<file path="src/rtl/seg_pkg.sv">
// Shared types and constants for the 8-digit seven-segment scan controller.
package seg_pkg;

  localparam int NUM_DIGITS = 8;

  typedef logic [6:0] seg_t;
  typedef logic [3:0] digit_t;

  typedef enum logic {
    SCAN_BLANK,
    SCAN_DRIVE
  } scan_state_e;

  // Active-low segments: all ones means every segment is dark.
  localparam seg_t SEG_OFF = 7'h7F;

endpackage

</file>
<file path="src/rtl/hex7seg_dec.sv">
// Combinational hex-to-seven-segment decoder, active-low, bit 6 = A ... bit 0 = G.
module hex7seg_dec
  import seg_pkg::*;
(
  input  digit_t i_digit,
  output seg_t   o_seg
);

  // Standard hex glyphs; lower-case b and d keep them distinct from 8 and 0.
  always_comb begin
    o_seg = SEG_OFF;
    unique case (i_digit)
      4'h0: o_seg = 7'b0000001;
      4'h1: o_seg = 7'b1001111;
      4'h2: o_seg = 7'b0010010;
      4'h3: o_seg = 7'b0000110;
      4'h4: o_seg = 7'b1001100;
      4'h5: o_seg = 7'b0100100;
      4'h6: o_seg = 7'b0100000;
      4'h7: o_seg = 7'b0001111;
      4'h8: o_seg = 7'b0000000;
      4'h9: o_seg = 7'b0000100;
      4'hA: o_seg = 7'b0001000;
      4'hB: o_seg = 7'b1100000;
      4'hC: o_seg = 7'b0110001;
      4'hD: o_seg = 7'b1000010;
      4'hE: o_seg = 7'b0110000;
      4'hF: o_seg = 7'b0111000;
      default: o_seg = SEG_OFF;
    endcase
  end

endmodule

</file>
<file path="src/rtl/seg_scan_ctrl.sv">
// Time-multiplexed scan controller for an 8-digit, 7-segment display with
// per-slot blanking, a digit-enable mask and registered active-low outputs.
module seg_scan_ctrl
  import seg_pkg::*;
#(
  parameter int unsigned TICKS_PER_DIGIT = 100000,
  parameter int unsigned BLANK_TICKS     = 1000
) (
  input  logic       clk,
  input  logic       rst,
  input  logic       wr_en,
  input  logic [2:0] wr_addr,
  input  logic [3:0] wr_data,
  input  logic       mask_wr,
  input  logic [7:0] mask_data,
  output logic [6:0] seg,
  output logic [7:0] an,
  output logic       frame_done
);

  localparam int unsigned TickW = $clog2(TICKS_PER_DIGIT);
  localparam logic [TickW-1:0] TickLast = TickW'(TICKS_PER_DIGIT - 1);
  localparam bit HasBlank = (BLANK_TICKS != 0);
  localparam logic [TickW-1:0] BlankLast = HasBlank ? TickW'(BLANK_TICKS - 1) : '0;

  digit_t           r_buf [NUM_DIGITS];
  logic [7:0]       r_mask;
  logic [2:0]       r_idx;
  logic [TickW-1:0] r_tick;
  scan_state_e      r_state;
  scan_state_e      w_state_d;
  seg_t             r_seg;
  logic [7:0]       r_an;
  logic             r_frame_done;

  logic             w_slot_end;
  logic             w_showing;
  seg_t             w_dec;
  seg_t             w_seg_d;
  logic [7:0]       w_an_d;

  assign w_slot_end = (r_tick == TickLast);

  hex7seg_dec u_dec (
    .i_digit (r_buf[r_idx]),
    .o_seg   (w_dec)
  );

  // Digit buffer and enable mask; the two write ports are independent.
  always_ff @(posedge clk) begin
    if (rst) begin
      for (int i = 0; i < NUM_DIGITS; i++) begin
        r_buf[i] <= '0;
      end
      r_mask <= 8'hFF;
    end else begin
      if (wr_en) begin
        r_buf[wr_addr] <= wr_data;
      end
      if (mask_wr) begin
        r_mask <= mask_data;
      end
    end
  end

  // Slot tick counter and digit index; masked digits still take a full slot.
  always_ff @(posedge clk) begin
    if (rst) begin
      r_tick <= '0;
      r_idx  <= '0;
    end else if (w_slot_end) begin
      r_tick <= '0;
      r_idx  <= r_idx + 3'd1;
    end else begin
      r_tick <= r_tick + TickW'(1);
    end
  end

  // FSM state register.
  always_ff @(posedge clk) begin
    if (rst) begin
      r_state <= SCAN_BLANK;
    end else begin
      r_state <= w_state_d;
    end
  end

  // FSM next state: blank for the first BLANK_TICKS cycles of a slot, then drive.
  always_comb begin
    w_state_d = r_state;
    unique case (r_state)
      SCAN_BLANK: begin
        if (!HasBlank || w_slot_end || (r_tick == BlankLast)) begin
          w_state_d = SCAN_DRIVE;
        end
      end
      SCAN_DRIVE: begin
        if (w_slot_end) begin
          w_state_d = HasBlank ? SCAN_BLANK : SCAN_DRIVE;
        end
      end
      default: w_state_d = SCAN_BLANK;
    endcase
  end

  // Output decode for the current slot cycle; with no blanking the single
  // post-reset BLANK cycle is shown as a drive cycle.
  always_comb begin
    w_an_d    = 8'hFF;
    w_seg_d   = SEG_OFF;
    w_showing = (r_state == SCAN_DRIVE) || !HasBlank;
    if (w_showing) begin
      w_seg_d = w_dec;
      if (r_mask[r_idx]) begin
        w_an_d = ~(8'h01 << r_idx);
      end
    end
  end

  // Registered outputs, lagging the scan state by one cycle.
  always_ff @(posedge clk) begin
    if (rst) begin
      r_an         <= 8'hFF;
      r_seg        <= SEG_OFF;
      r_frame_done <= 1'b0;
    end else begin
      r_an         <= w_an_d;
      r_seg        <= w_seg_d;
      r_frame_done <= w_slot_end && (r_idx == 3'd7);
    end
  end

  assign an         = r_an;
  assign seg        = r_seg;
  assign frame_done = r_frame_done;

endmodule

</file>
<file path="config.mk">
export PLATFORM = sky130hd
export DESIGN_NAME = seg_scan_ctrl
export DESIGN_NICKNAME = d
export VERILOG_FILES = /design/src/rtl/seg_pkg.sv /design/src/rtl/hex7seg_dec.sv /design/src/rtl/seg_scan_ctrl.sv
export SDC_FILE = /design/constraint.sdc
export NUM_CORES = 1
export LEC_CHECK = 0
export CAP_MARGIN = 10
export CORE_AREA = 4 4 91 93
export CTS_CLUSTER_SIZE = 40
export DETAILED_ROUTE_END_ITERATION = 16
export DIE_AREA = 0 0 95 97
export PLACE_DENSITY = 0.75
export SLEW_MARGIN = 10
export SYNTH_ARGS = -nofsm -noshare
export SYNTH_HDL_FRONTEND = slang
export SYNTH_SLANG_ARGS = --single-unit
</file>
<file path="constraint.sdc">
create_clock -name clk -period 2.8 [get_ports clk]
set_clock_uncertainty 0.1 [all_clocks]
set_input_delay 0.56 -clock clk [delete_from_list [all_inputs] [get_ports clk]]
set_output_delay 0.56 -clock clk [all_outputs]
set_load 0.01 [all_outputs]
</file>
Yosys cells after proc, flatten, opt, wreduce, memory -nomap -nowiden --
Memory sizes are Yosys's and may differ from the RTL's. A register that Yosys moved wholly into a read port is not among the register bits. Index checks and enable logic that the tools add are counted.
Cells by class: $lt $le $gt $ge 1, add/subtract/negate cells 2, equal/unequal tests 3, bitwise gates (word level) 3, shifts and indexed selects 1, reduce and logical (&&, ||, !) cells 6, muxes and demuxes 15
Operator list (number):
- $add A17 B1 Y17 const B | 1
- $eq A17 B10 Y1 const B | 1
- $eq A17 B17 Y1 const B | 1
- $mux W1 | 9
- $mux W3 | 3
- $not A8 Y8 | 1
- $shl A1 B3 Y8 const A | 1
- $lt A3 B4 Y1 const B | 1
- $mux W4 | 1
- $reduce_or A2 Y1 | 2
- $reduce_or A4 Y1 | 1
- $add A3 B1 Y3 const B | 1
- $bmux W1 S3 | 1
- $eq A3 B3 Y1 const B | 1
- $reduce_or A3 Y1 | 1
- $not A1 Y1 | 2
- $pmux W1 S2 | 1
- $logic_and A1 B1 Y1 | 1
- $logic_or A1 B1 Y1 | 1
Storage, ports and cells: output and inout port bits 16, RAM bits 32, input port bits 19, memory bits (read-only) 112, memories 2, register bits 38
Memory list:
- (name not given) | depth 16, bits a word 7, rd ports 1, clocked after memory_dff 1, write ports 0, line hex7seg_dec.sv:12 | unique case (i_digit)
- r_buf | depth 8, bits a word 4, rd ports 1, clocked after memory_dff 1, write ports 8, line seg_scan_ctrl.sv:26 | digit_t r_buf [NUM_DIGITS];

Longest topological paths before layout --
Gate-level depths: netlist of the first run.
word-level depth 5, depth in mapped cells 9, depth with buffers taken out 8

Modules after synthesis --
A second synthesis of the first run with hierarchy kept.
Unflattened totals: cells, all modules 319, area total of the unflattened synthesis 3741.1 µm²
Modules (own cells, without submodules):
- seg_scan_ctrl | cells an instance 286, instances 1, area each 3472.1 µm²
- hex7seg_dec | cells an instance 33, instances 1, area each 269.0 µm²

Worst setup path after synthesis of the first run --
Ideal clock, no wire load.
path kind register -> register, start reg (tool-made name), end reg r_seg[3], in the netlist seg[3], setup time 0.134 ns, arrival 2.187 ns, clock period less this slack 2.421 ns, stages on the path, launching flop included 10, path slack 0.379 ns, cell sequence dfxtp_1 > buf_6 > mux4_1 > mux2i_1 > inv_1 > ha_1 > inv_1 > nor3_1 > a2111oi_0 > a31oi_1
RTL lines:
- to (decl) | line seg_scan_ctrl.sv:32 | seg_t r_seg;

==> results_dict.tcl, run 1 <==
set metrics [dict create \
    status "finished clean" \
    synth_xor_area_share_pct 3.87 \
    ir_drop_v 0.000221 \
    ys_seq_area_share_pct 53.0 \
    synthFlopType "dfxtp_1" \
    drt_pre_antenna_iters 4 \
    avgSynthCellArea_um2 11.5 \
    end_kind "flop" \
    initial_core_util_pct 48.1 \
    path_cells "mux4_1 > mux2i_2 > inv_1 > ha_1 > inv_1 > nor3_1 > a2111oi_0 > a31oi_1" \
    cts_hold_buf 0 \
    ant_nets 0 \
    slowest_delay_ns 0.62 \
    p_per_area_mw_per_mm2 547 \
    fin_ws_ns 0.277 \
    grt_max_degree 25 \
    grt_pass1_vias 2408 \
    dp_slack_ns 0.268 \
    clk_pin_slew_ns 0.08 \
    gp_congestion 0.901 \
    drive_gt1_share_pct 12.2 \
    finalHoldViolations 0 \
    synth_nets 348 \
    cts_made_buffers 9 \
    die_area_mm2 0.00922 \
    synth-edff-count 32 \
    synthCells 316 \
    routedWlPerCell_um 14.5 \
    ioPinCount 35 \
    cp.required_ns 2.93 \
    insertion_delay_ns 0.35 \
    critPathArrivalTime_ns 2.65 \
    slew_violations 0 \
    wl_mm 6.72 \
    tns_ns 0 \
    ctsResizeCount 0 \
    cp-start-kind "flop" \
    slew-limit-headroom_pct 56.3 \
    first_iter_violations 132 \
    fp.coreArea_mm2 0.00753 \
    whs_ns 0.348 \
    synth_warnings 0 \
    postSynth.asyncResetShare_pct 0 \
    cts_sinks 80 \
    synth_top_family_by_area "simple AND/OR/NAND/NOR gates" \
    grt_usage_pct 15.6 \
    crit_buf_inv 2 \
    setup_viol 0 \
    placement.io_buffers 34 \
    path_delay_family "multiplexers" \
    yosysUniqueCellTypes 53 \
    fillers 621 \
    die_h_um 97 \
    hold_class "reg2reg" \
    diodes 0 \
    yosys.area_share.simple_pct 20.8 \
    tightest_slew_ns 0.651 \
    drc_errors 0 \
    slowest_stage "mux4_1" \
    synth-compound-area-share_pct 6.98 \
    rsz0062_at_grt "false" \
    num_vias 2346 \
    min_period_ns 2.52 \
    cellLeakagePower_nw 1.58 \
    htreeDepth 3 \
    total_power_w 0.00235 \
    fmax_mhz 396 \
    yosys.area_share.adder_pct 4.49 \
    antenna_found_initial 0 \
    syn-cell-area_mm2 0.00362 \
    worst_path_most_repeated_cell "inv_1" \
    layout.nets 388 \
    period_share_pct 90.1 \
    synth.area.mux_share_pct 8.22 \
    crit_type "reg2reg" \
    root_buffer "clkbuf_8" \
    cp_max_fo 8 \
    clk_path_buf_depth 2 \
    synth-seq-cells 80 \
    grt_pass1_wl_mm 11.2 \
    syn_to_final_growth_pct 18.3 \
    die_x_um 95 \
    maxCapViolations 0 \
    cts_tree "done" \
    hpwl_mm 4.86 \
    post_cts_buffers 0 \
    num_rows 32 \
    grt_overflow_total 0 \
    routed_via_density 5.07 \
]
report_power, final:
group | leakage [nW] | internal (W) | switching, W
Clock | 0.107 | 0.000507 | 0.000422
Sequential | 0.697 | 0.00125 | 0.0000181
Combinational | 0.781 | 0.0000732 | 0.0000769
flip-flops by register name, indices dropped and copies added, names as in the netlist, named ones only:
signal,cells
r_state,1
seg,7
r_tick,17
r_buf,32
r_idx,3
r_mask,8
frame_done,1
an,8
through the flow:
step           utilization (%)  instances  area [um2]
2_1_floorplan                -        316        3620
3_3_place_gp              54.0        447        4070
3_5_place_dp              54.0        447        4070
4_1_cts                   57.0        463        4290
5_1_grt                   57.0        463        4290
6_report                  57.0        463        4290
cells in the final DEF, fill, tap and decap left out, types with 6 or more instances in the layout:
cell type | synthesis | final
nor2_1 | 33 | 33
inv_1 | 11 | 11
nor3_1 | 6 | 6
ha_1 | 13 | 13
nand3_1 | 8 | 8
nand2_1 | 17 | 17
and2_1 | 32 | 32
xor2_1 | 10 | 10
xnor2_1 | 6 | 6
nor2b_1 | 10 | 10
and3_1 | 6 | 6
a211o_1 | 8 | 8
edfxtp_1 | 32 | 32
clkdlybuf4s50_1 | 0 | 34
or2_2 | 9 | 9
clkbuf_8 | 0 | 9
dfxtp_1 | 48 | 48
kinds of logic after synthesis:
| family | count (synthesis) |
|---|---|
| muxes | 16 |
| adders and majority gates | 13 |
| buffers and inverters | 20 |
| xor gates and xnor gates | 16 |
| and+or+nand+nor | 139 |
| AOI/OAI and AO/OA | 32 |
| DFF | 80 |
cell usage after synthesis, types with 2 or more instances:
cell       n  area share (%)
and3_1     6             1.0
a21oi_1    5            0.69
inv_1     11             1.1
xor2_1    10             2.4
mux2i_1    4             1.1
ha_1      13             4.5
dfxtp_1   48              27
mux4_1     4             2.9
clkbuf_1   4            0.41
nor2b_1   10             1.7
nand3_1    8             1.1
nand2_1   17             1.8
edfxtp_1  32              27
mux4_2     4             2.5
nor3_1     6            0.83
nand2b_1   5            0.86
o22ai_1    4            0.69
and2_1    32             5.5
xnor2_1    6             1.5
buf_6      2            0.62
nor2_1    33             3.4
nand4_1    4            0.69
a211o_1    8             1.9
or2_2      9             1.6
or4_1      2            0.41
a221o_1    2            0.55
path summary, 6_finish.rpt:
kind                        startpoint                    to  slack (ns)  cells after the start
setup / recovery                  flop     seg[3]$_SDFF_PP1_        0.28                      8
hold / removal    r_tick[0]$_SDFF_PP0_  r_tick[0]$_SDFF_PP0_        0.35                      1
setup reg to reg                  flop     seg[3]$_SDFF_PP1_        0.28                      8
hold reg to reg   r_tick[0]$_SDFF_PP0_  r_tick[0]$_SDFF_PP0_        0.35                      1
metal layers:
layer  global-route usage (%)  vias up  part of all wire, %
met1                     20.3     1087                   46
met3                     4.28       14                  4.3
li1                         -     1197                    -
met5                        0        -                    0
met2                     24.1       48                   47
met4                     6.77        0                  2.3
layout make-up:
type                    count  area, um2  share of cell area [%]
well taps                 102        128                    2.98
multi-input cells         216       1610                    37.4
clock buffers              10        128                    2.98
flip-flops and latches     80       1920                    44.8
clock inverters             6       93.8                    2.19
inverters                  11       41.3                   0.963
repair buffers             38        370                    8.64
(Power assumes the default switching activity.)
==> run 2, diff against run 1 <==
CORE_AREA = 2 2 89 91   (was 4 4 91 93)
DIE_AREA = 0 0 91 93   (was 0 0 95 97)
PLACE_DENSITY = 0.66   (was 0.75)
==> results_dict.tcl, run 2 (synthesized netlist as in run 1, its figures left out) <==
set metrics [dict create \
    cts_made_buffers 9 \
    layout_commonest_cell "dfxtp_1" \
    drive_gt1_share_pct 12.2 \
    cp_max_fo 8 \
    p_per_area_mw_per_mm2 524 \
    tns_ns 0 \
    ctsResizeCount 0 \
    ioPinCount 35 \
    die_x_um 91 \
    slowest_stage "mux4_1" \
    multi_input_area_mm2 0.00161 \
    first_iter_violations 102 \
    reg_top3 "r_buf x32, r_tick x17" \
    critPathArrivalTime_ns 2.62 \
    path_delay_family "multiplexers" \
    post_cts_buffers 0 \
    fillers 672 \
    most-common-layout-cells "48 x dfxtp_1, 34 x clkdlybuf4s50_1, 33 x nor2_1" \
    min_period_ns 2.50 \
    cts_sinks 80 \
    status "finished clean" \
    maxCapViolations 0 \
    syn_to_final_growth_pct 17.5 \
    ant_nets 0 \
    slowest_delay_ns 0.63 \
    gp_congestion 0.848 \
    hold_class "reg2reg" \
    grt_pass1_vias 2239 \
    num_rows 32 \
    use_met2_pct 26.3 \
    cellLeakagePower_nw 1.58 \
    die_h_um 93 \
    grt_pass1_wl_mm 10.8 \
    insertion_delay_ns 0.35 \
    placement.io_buffers 34 \
    place_inst 447 \
    slew-limit-headroom_pct 58.0 \
    period_share_pct 89.4 \
    initial_core_util_pct 48.1 \
    layout.nets 388 \
    htreeDepth 3 \
    end_kind "flop" \
    fmax_mhz 400 \
    ff2ff_setup_slack_ns 0.30 \
    cts_tree "done" \
    drt_pre_antenna_iters 4 \
    ir_drop_v 0.000247 \
    routedWlPerCell_um 13.9 \
    largest_reg_flops 32 \
    slew_violations 0 \
    finalHoldViolations 0 \
    top_usage_layer "met2" \
    cts_hold_buf 0 \
    regMostFlops "r_buf" \
    grt_overflow_total 0 \
    setup_viol 0 \
    crit_type "reg2reg" \
    clk_path_buf_depth 2 \
    met1_usage_pct 21.8 \
    fp.coreArea_mm2 0.00753 \
    diodes 0 \
    cp.required_ns 2.92 \
    routed_via_density 5.07 \
    antenna_found_initial 0 \
    grt_max_degree 20 \
    rsz0062_at_grt "false" \
    seq_area_mm2 0.00192 \
    finalNonFillerCells 463 \
    tightest_slew_ns 0.625 \
    path_cells "mux4_1 > mux2i_2 > inv_1 > ha_1 > inv_1 > nor3_1 > a2111oi_0 > a31oi_1" \
    grt_use_met3_pct 4.83 \
    crit_buf_inv 2 \
    worst_path_most_repeated_cell "inv_1" \
    num_vias 2346 \
    wl_mm 6.45 \
    grt_usage_pct 16.6 \
    drc_errors 0 \
    clk_pin_slew_ns 0.07 \
    hpwl_mm 4.65 \
    die_area_mm2 0.00846 \
    root_buffer "clkbuf_8" \
    cp-start-kind "flop" \
]
[run 2: path summary, 6_finish.rpt]
check	startpoint	endpoint	cells past startpoint
max	flop	seg[3]$_SDFF_PP1_	8
min	r_tick[0]$_SDFF_PP0_	r_tick[0]$_SDFF_PP0_	1
max reg2reg	flop	seg[3]$_SDFF_PP1_	8
min reg2reg	r_tick[0]$_SDFF_PP0_	r_tick[0]$_SDFF_PP0_	1
[run 2: worst register-to-register path, cell delays in order, from the launching register on]
cell and delay, ns:
dfxtp_1 0.56, mux4_1 0.63, mux2i_2 0.18, inv_1 0.10, ha_1 0.20, inv_1 0.09, nor3_1 0.07, a2111oi_0 0.39
a31oi_1 0.07
[run 2: power breakdown]
| part | internal, W | total, W | switching (W) |
|---|---|---|---|
| Sequential | 0.00125 | 0.00127 | 0.0000177 |
| Combinational | 0.0000731 | 0.000148 | 0.0000751 |
| Clock | 0.000407 | 0.000815 | 0.000407 |
[run 2: final cells by class]
class | instances | area share (%)
flip-flops and latches | 80 | 45.1
inverters | 11 | 0.969
well taps | 102 | 3.00
multi-input cells | 216 | 37.7
clock inverters | 3 | 0.499
clock buffers | 13 | 4.02
repair buffers | 38 | 8.70
[run 2: per-layer routing]
layer	up-vias	routed length, um
li1	1194	-
met1	1097	3070
met2	47	3030
met3	8	265
met4	0	81
met5	-	0
[run 2: per-stage QoR]
step / util (%) / instance area [um2] / power [W] / hold WS (ns) / setup WS [ns]
floorplan: - / 3620 / 0.00138 / 0.317 / 0.379
global placement: 54.0 / 4070 / 0.00144 / 0.335 / 0.306
detailed placement: 54.0 / 4070 / 0.00144 / 0.354 / 0.271
CTS: 56.6 / 4260 / 0.00225 / 0.371 / 0.277
global route: 56.6 / 4260 / 0.00232 / 0.399 / 0.126
finish: 56.6 / 4260 / 0.00223 / 0.371 / 0.297
